==> src/rtl/serial_slice_adder_pkg.sv <==
// Shared types and constants for the bit-serial (3-bit slice) adder.
package serial_slice_adder_pkg;

  localparam int SLICE_W = 3;

  typedef enum logic [1:0] {
    S_IDLE,
    S_ADD,
    S_DONE
  } state_t;

endpackage

==> src/rtl/serial_slice_adder_adder3.sv <==
// adder3: 3-bit ripple-carry cell built from gate-level full adders.
module adder3 (
  input  logic [2:0] a,
  input  logic [2:0] b,
  input  logic       cin,
  output logic [2:0] s,
  output logic       cout
);

  logic [3:0] c;

  assign c[0] = cin;

  for (genvar i = 0; i < 3; i++) begin : g_fa
    assign s[i]   = a[i] ^ b[i] ^ c[i];
    assign c[i+1] = (a[i] & b[i]) | (c[i] & (a[i] ^ b[i]));
  end

  assign cout = c[3];

endmodule

==> src/rtl/serial_slice_adder.sv <==
// Multi-cycle N-bit adder feeding one 3-bit slice per clock through adder3.
// Optional signed-overflow output enabled by SERIAL_SLICE_ADDER_OVF_EN.
module serial_slice_adder
  import serial_slice_adder_pkg::*;
#(
  parameter int N = 12
) (
  input  logic         clk,
  input  logic         rst,
  input  logic         in_valid,
  output logic         in_ready,
  input  logic [N-1:0] a,
  input  logic [N-1:0] b,
  input  logic         cin,
  output logic         out_valid,
  input  logic         out_ready,
  output logic [N-1:0] sum,
  output logic         cout
`ifdef SERIAL_SLICE_ADDER_OVF_EN
  ,
  output logic         ovf
`endif
);

  localparam int S     = N / SLICE_W;
  localparam int CNT_W = (S > 1) ? $clog2(S) : 1;
  localparam logic [CNT_W-1:0] CNT_LAST = CNT_W'(S - 1);

  if ((N <= 0) || ((N % SLICE_W) != 0)) begin : g_bad_width
    $error("serial_slice_adder: N must be a positive multiple of 3");
  end

  state_t             state;
  state_t             state_nxt;
  logic [N-1:0]       a_sh;
  logic [N-1:0]       b_sh;
  logic [N-1:0]       sum_q;
  logic               carry_q;
  logic [CNT_W-1:0]   cnt;
  logic               accept;
  logic [SLICE_W-1:0] s_slice;
  logic               c_slice;
  logic [N+SLICE_W-1:0] sum_ext;

  // Control: state register
  always_ff @(posedge clk) begin
    if (rst) begin
      state <= S_IDLE;
    end else begin
      state <= state_nxt;
    end
  end

  always_comb begin
    state_nxt = state;
    in_ready  = 1'b0;
    out_valid = 1'b0;
    case (state)
      S_IDLE: begin
        in_ready = 1'b1;
        if (in_valid) state_nxt = S_ADD;
      end
      S_ADD: begin
        if (cnt == CNT_LAST) state_nxt = S_DONE;
      end
      S_DONE: begin
        out_valid = 1'b1;
        if (out_ready) state_nxt = S_IDLE;
      end
      default: state_nxt = S_IDLE;
    endcase
  end

  assign accept = in_valid & in_ready;

  // Slice datapath: one adder3 evaluation per ADD cycle
  adder3 u_adder3 (
    .a    (a_sh[SLICE_W-1:0]),
    .b    (b_sh[SLICE_W-1:0]),
    .cin  (carry_q),
    .s    (s_slice),
    .cout (c_slice)
  );

  // New slice enters at the top; after S shifts slice k sits at bits 3k+2:3k.
  assign sum_ext = {s_slice, sum_q};

  always_ff @(posedge clk) begin
    if (rst) begin
      sum_q   <= '0;
      carry_q <= 1'b0;
      cnt     <= '0;
    end else if (accept) begin
      carry_q <= cin;
      cnt     <= '0;
    end else if (state == S_ADD) begin
      sum_q   <= sum_ext[N+SLICE_W-1:SLICE_W];
      carry_q <= c_slice;
      cnt     <= cnt + 1'b1;
    end
  end

  // Operand shift registers carry no reset; they are always loaded before use.
  always_ff @(posedge clk) begin
    if (accept) begin
      a_sh <= a;
      b_sh <= b;
    end else if (state == S_ADD) begin
      a_sh <= a_sh >> SLICE_W;
      b_sh <= b_sh >> SLICE_W;
    end
  end

  assign sum  = sum_q;
  assign cout = carry_q;

`ifdef SERIAL_SLICE_ADDER_OVF_EN
  logic a_sign;
  logic b_sign;

  function automatic logic ovf_detect(input logic sa, input logic sb, input logic ss);
    return (sa == sb) & (ss != sa);
  endfunction

  always_ff @(posedge clk) begin
    if (accept) begin
      a_sign <= a[N-1];
      b_sign <= b[N-1];
    end
  end

  // Only meaningful once all slices are in; forced low elsewhere, including reset.
  assign ovf = (state == S_DONE) & ovf_detect(a_sign, b_sign, sum_q[N-1]);
`endif

endmodule

==> config.mk <==
export PLATFORM = sky130hd
export DESIGN_NAME = serial_slice_adder
export DESIGN_NICKNAME = d
export VERILOG_FILES = /design/src/rtl/serial_slice_adder_pkg.sv /design/src/rtl/serial_slice_adder_adder3.sv /design/src/rtl/serial_slice_adder.sv
export SDC_FILE = /design/constraint.sdc
export NUM_CORES = 1
export LEC_CHECK = 0
export CAP_MARGIN = 20
export CORE_ASPECT_RATIO = 0.8
export CORE_UTILIZATION = 35
export CTS_CLUSTER_SIZE = 30
export DETAILED_ROUTE_END_ITERATION = 16
export SLEW_MARGIN = 20
export SYNTH_ARGS = -nofsm -noshare
export SYNTH_HDL_FRONTEND = slang
export SYNTH_SLANG_ARGS = --single-unit
==> constraint.sdc <==
create_clock -name clk -period 5.1 [get_ports clk]
set_clock_uncertainty 0.15 [all_clocks]
set_input_delay 1.53 -clock clk [delete_from_list [all_inputs] [get_ports clk]]
set_output_delay 1.53 -clock clk [all_outputs]
set_load 0.05 [all_outputs]
==> flow_summary.yaml, run 1 <==
status:
  outcome: "finished, final reports clean"
die:
  num_io_pins: 44
  die_area_sq_um: 5370
  core_area_sq_um: 4730
  die_y_microns: 65.7
  start_util_pct: 37.5
  fp-row-count: 22
  die_w_microns: 81.7
run:
  cap_viol_max_count: 0
critical_path:
  critPathArrivalTime_ns: 1.67
  criticalPathCategory: "flip-flop to output port"
  end_kind: "output port"
  worst-r2r-setup-slack_ns: 3.08
  crit_slowest_cell: "clkdlybuf4s50_1"
  path_max_fanout: 5
  timing.rr.end: "sum[11]$_SDFFE_PP0P_"
  cp.required_ns: 3.42
  r2r_cells: 7
  cp-startpoint: "state[1]$_SDFFE_PP0P_"
  timing.rr.start: "cout$_SDFFE_PP0P_"
  slowest_delay_ns: 0.80
  crit_chain: "and2b_1 -> clkdlybuf4s50_1"
  crit_path_start_kind: "flip-flop"
detailed_routing:
  routed_via_density: 4.68
  num_vias: 1127
  initialDrtViolationCount: 39
  drt-wirelength-per-cell_microns: 12.7
  ant_nets: 0
  finalWirelength_microns: 3060
  dr.pass1.iters: 3
  post-route-drc-count: 0
layout:
  fin_nets: 213
  fillers: 419
  area_delta_synth_final_pct: 30.2
  diodes: 0
  drive_gt1_share_pct: 17.1
  final_cell_mix: "43 x clkdlybuf4s50_1, 24 x edfxtp_1, 21 x nand2_1"
  final_common_cell: "clkdlybuf4s50_1"
power_and_ir_drop:
  power.leakage_uw: 0.000883
  vdd_drop_max_mv: 0.130
  cellPowerDensity_nw_per_um2: 318
grt:
  grt_pass1_wl_microns: 5070
  grt_max_degree: 27
  antenna_found_initial: 0
  grt_usage_pct: 13.1
  overflow: 0
  grt_pass1_vias: 1168
synth:
  yosysSeqAreaShare_pct: 59.7
  syn_inst: 137
  avgSynthCellArea_sq_um: 13.0
  ys_ff_latch: 41
  yosysTopAreaCell: "edfxtp_1"
  synth.cell_area_sq_um: 1780
  synth_cell_types: 26
  syn-num-nets: 170
  synth_top_area_share_pct: 40.6
  synth_area_leaders: "edfxtp_1 41%, dfxtp_1 19%, mux2_4 10%, nand2_1 4.4%, mux2_2 3.8%"
  synth_warnings: 0
timing:
  fmax_mhz: 299
  setup-tns-final_ns: 0
  relSlewSlack_pct: 58.6
  post-route-period-util_pct: 65.6
  drv_slew: 0
  worstMarginPinSlew_ns: 0.620
  rsz0062_at_grt: "no"
  holdWs_ns: 0.308
  min_period_ns: 3.35
  setup_viol: 0
  hold_viol: 0
min_path:
  whs_path_depth: 2
  hold_path.startpoint: "sum[1]$_SDFFE_PP0P_"
  min_path_type: "flip-flop to flip-flop"
  min_to: "sum[1]$_SDFFE_PP0P_"
clock_tree:
  cts_resized: 0
  clkLatencyLatePin_ns: 0.29
  cts_sinks: 41
  numCtsBuffers: 5
  ctsHoldBuffers: 0
  clk_pin_slew_worst_paths_ns: 0.07
  tritoncts: "done"
  root_buffer: "clkbuf_8"
  h-tree-depth: 2
  cts_setup_buffers: 0
  clock_path_buffers: 2
place:
  dpl.hpwl_microns: 2260
  place.gp.congestion: 0.747
  portBuffers: 43
[how the worst max path moves through the flow]
| stage | end | slack, ns | cells past startpoint |
|---|---|---|---|
| final | out_valid | 1.75 | 2 |
| after global routing | out_valid | 1.68 | 2 |
| after CTS | out_valid | 1.73 | 2 |
| after detailed placement | a_sh[1]$_DFFE_PP_ | 1.84 | 3 |
| after global placement | a_sh[5]$_DFFE_PP_ | 1.88 | 3 |
| after floorplan | a_sh[0]$_DFFE_PP_ | 1.92 | 2 |
[report_power, final]
group,total [uW],internal (uW),switching (uW)
Combinational,134,68.7,64.9
Sequential,399,387,12.5
Clock,203,94.7,109
[synthesized netlist by cell type]
| library cell | n |
|---|---|
| edfxtp_1 | 24 |
| nand2_1 | 21 |
| dfxtp_1 | 17 |
| a21oi_1 | 12 |
| mux2_4 | 12 |
| inv_1 | 8 |
| and2_1 | 6 |
| mux2_2 | 6 |
| nor2_1 | 5 |
| clkbuf_1 | 3 |
| fa_1 | 3 |
| a211oi_1 | 2 |
| and2b_1 | 2 |
| buf_2 | 2 |
| buf_6 | 2 |
| nor3_1 | 2 |
| a22oi_1 | 1 |
| and2_4 | 1 |
| buf_12 | 1 |
| ha_1 | 1 |
| mux2i_1 | 1 |
| nand2b_1 | 1 |
| nor2_2 | 1 |
| o221a_2 | 1 |
| or2b_1 | 1 |
| xnor2_1 | 1 |
[critical path: cells and delay by family, from the launching register on]
| family | cells | cell delay [ns] |
|---|---|---|
| buffers and inverters | 1 | 0.80 |
| DFF | 1 | 0.41 |
| and+or+nand+nor | 1 | 0.17 |
[registers in the layout, summed over array words and instances, names as in the netlist]
| name | cells |
|---|---|
| b_sh | 12 |
| state | 2 |
| cnt | 2 |
| a_sh | 12 |
| cout | 1 |
| sum | 12 |
[metrics by stage]
step           util (%)  power [uW]  instance area [sq um]  setup WS (ns)  cells
6_report           48.9         736                   2310           1.75    241
5_1_grt            48.9         774                   2310           1.68    241
4_1_cts            48.9         749                   2310           1.73    241
3_5_place_dp       47.1         543                   2230           1.84    233
3_3_place_gp       47.1         537                   2230           1.88    233
2_1_floorplan         -         498                   1780           1.92    137
[cell type report]
type                       count  area, sq um  share of cell area [%]
inverter                       8         30.0                    1.30
tap                           60         75.1                    3.24
sequential                    41         1060                    45.9
clock buffer                   5         68.8                    2.97
clock inverter                 3         16.3                   0.703
multi-input combinational     80          624                    27.0
timing repair buffer          44          438                    18.9
[cell families (layout without fill, tap and decap cells)]
kind of cell	Yosys count	in the layout	share of synthesized area, %
DFF	41	41	59.7
and+or+nand+nor	40	40	10.6
xor gates and xnor gates	1	1	0.493
buffers and inverters	16	60	5.28
muxes	19	19	14.5
AOI/OAI and AO/OA	16	16	5.28
adders and majority gates	4	4	4.08
[routing by layer]
| metal | vias up | track usage (%) | wire length (microns) |
|---|---|---|---|
| met1 | 530 | 14.2 | 1320 |
| met5 | - | 0 | 0 |
| met2 | 34 | 22.8 | 1490 |
| met4 | 0 | 5.92 | 54 |
| met3 | 8 | 4.72 | 189 |
| li1 | 555 | - | - |
(Power assumes the default switching activity.)
==> run 2: changes to the inputs <==
Clock period 5.1 ns to 3.41 ns, I/O delays scaled along.
==> results of run 2 <==
Same layout as run 1 (identical final DEF). Status: finished, final reports clean.
Among the figures that moved: setup slack after placement 1.84 ns -> 0.658 ns; setup slack after layout 1.75 ns -> 0.571 ns; register-to-register setup slack 3.08 ns -> 1.39 ns; total power 736 uW -> 1100 uW; worst IR drop on VDD 0.130 mV -> 0.195 mV
==> run 3: changes to the inputs <==
Clock period 3.41 ns to 2.6 ns, I/O delays scaled along.
==> flow_summary.yaml, run 3 (same netlist as run 1, synthesis figures left out) <==
status:
  outcome: "finished, final reports clean"
grt:
  grt_max_degree: 27
  grt_usage_pct: 13.9
  overflow: 0
  grt_pass1_vias: 1208
  antenna_found_initial: 0
  grt_pass1_wl_microns: 5410
layout:
  area_delta_synth_final_pct: 32.0
  fillers: 433
  diodes: 0
  stdcell_area_sq_um: 2340
  final_common_cell: "clkdlybuf4s50_1"
  final_cell_mix: "41 x clkdlybuf4s50_1, 24 x edfxtp_1, 21 x nand2_1"
  fin_nets: 214
  drive_gt1_share_pct: 18.7
place:
  dpl.hpwl_microns: 2200
  place.gp.congestion: 0.749
  portBuffers: 43
  dpl_cell_area_sq_um: 2240
power_and_ir_drop:
  vdd_drop_max_mv: 0.319
  finalPower_uw: 1500
  power.leakage_uw: 0.000902
  cellPowerDensity_nw_per_um2: 639
clock_tree:
  root_buffer: "clkbuf_8"
  cts_sinks: 41
  clkLatencyLatePin_ns: 0.29
  clk_pin_slew_worst_paths_ns: 0.08
  ctsHoldBuffers: 0
  tritoncts: "done"
  h-tree-depth: 2
  clock_path_buffers: 2
  cts_setup_buffers: 0
  cts_resized: 0
  numCtsBuffers: 5
detailed_routing:
  post-route-drc-count: 0
  finalWirelength_microns: 3020
  ant_nets: 0
  routed_via_density: 4.54
  initialDrtViolationCount: 46
  num_vias: 1098
  dr.pass1.iters: 4
  drt-wirelength-per-cell_microns: 12.5
die:
  die_area_sq_um: 5370
  fp-row-count: 22
  num_io_pins: 44
  start_util_pct: 37.5
  die_y_microns: 65.7
  core_area_sq_um: 4730
  die_w_microns: 81.7
critical_path:
  cp.required_ns: 1.67
  criticalPathCategory: "flip-flop to output port"
  cp.buffers_inverters: 1
  critPathArrivalTime_ns: 1.48
  crit_path_start_kind: "flip-flop"
  slowest_delay_ns: 0.82
  end_kind: "output port"
  crit_chain: "clkdlybuf4s50_1"
  path_max_fanout: 3
  crit_family: "buffers and inverters"
  crit_slowest_cell: "clkdlybuf4s50_1"
min_path:
  min_path_type: "flip-flop to flip-flop"
timing:
  hold_viol: 0
  setup_viol: 0
  min_period_ns: 2.41
  relSlewSlack_pct: 61.2
  setup-tns-final_ns: 0
  drv_slew: 0
  fmax_mhz: 415
  post-route-period-util_pct: 92.8
  worstMarginPinSlew_ns: 0.581
  rsz0062_at_grt: "no"
run:
  cap_viol_max_count: 0
==> run 3: metrics by stage <==
step           utilization (%)  hold WS (ns)  setup slack (ns)  cells
3_5_place_dp              47.4         0.304            0.0989    234
4_1_cts                   49.5         0.316             0.160    242
3_3_place_gp              47.4         0.295             0.134    234
5_1_grt                   49.5         0.336             0.125    242
6_report                  49.5         0.310             0.188    242
2_1_floorplan                -         0.356             0.171    137
==> run 3: path summary, 6_finish.rpt <==
check | from | slack [ns] | to | cells past startpoint
max | sum[11]$_SDFFE_PP0P_ | 0.19 | sum[11] | 1
min | sum[1]$_SDFFE_PP0P_ | 0.31 | sum[1]$_SDFFE_PP0P_ | 2
max reg2reg | cout$_SDFFE_PP0P_ | 0.59 | cout$_SDFFE_PP0P_ | 8
min reg2reg | sum[1]$_SDFFE_PP0P_ | 0.31 | sum[1]$_SDFFE_PP0P_ | 2
==> run 3: power breakdown <==
group	switching (uW)	total, uW	internal (uW)
sequential	24.5	783	759
clock	210	450	240
combinational	126	264	138
==> run 3: cell type report <==
type                       instances  area (sq um)  area share [%]
clock buffer                       7          96.3            4.11
tap                               60          75.1            3.20
multi-input combinational         80           624            26.6
sequential                        41          1060            45.3
inverter                           8          30.0            1.28
clock inverter                     1          5.00           0.213
timing repair buffer              45           453            19.3
==> run 3: worst register-to-register path, cell delays in order (launching register included) <==
cell and delay [ns]:
dfxtp_1 0.38, inv_1 0.08, fa_1 0.42, inv_1 0.08, fa_1 0.16, inv_1 0.05
fa_1 0.35, a21oi_1 0.13, o221a_2 0.18
==> run 3: metal layers <==
| layer | vias up | part of all wire, % | track usage [%] |
|---|---|---|---|
| li1 | 550 | - | - |
| met1 | 512 | 41 | 15.2 |
| met2 | 32 | 51 | 23.9 |
| met3 | 4 | 6.9 | 5.97 |
| met4 | 0 | 0.79 | 4.61 |
| met5 | - | 0 | 0 |
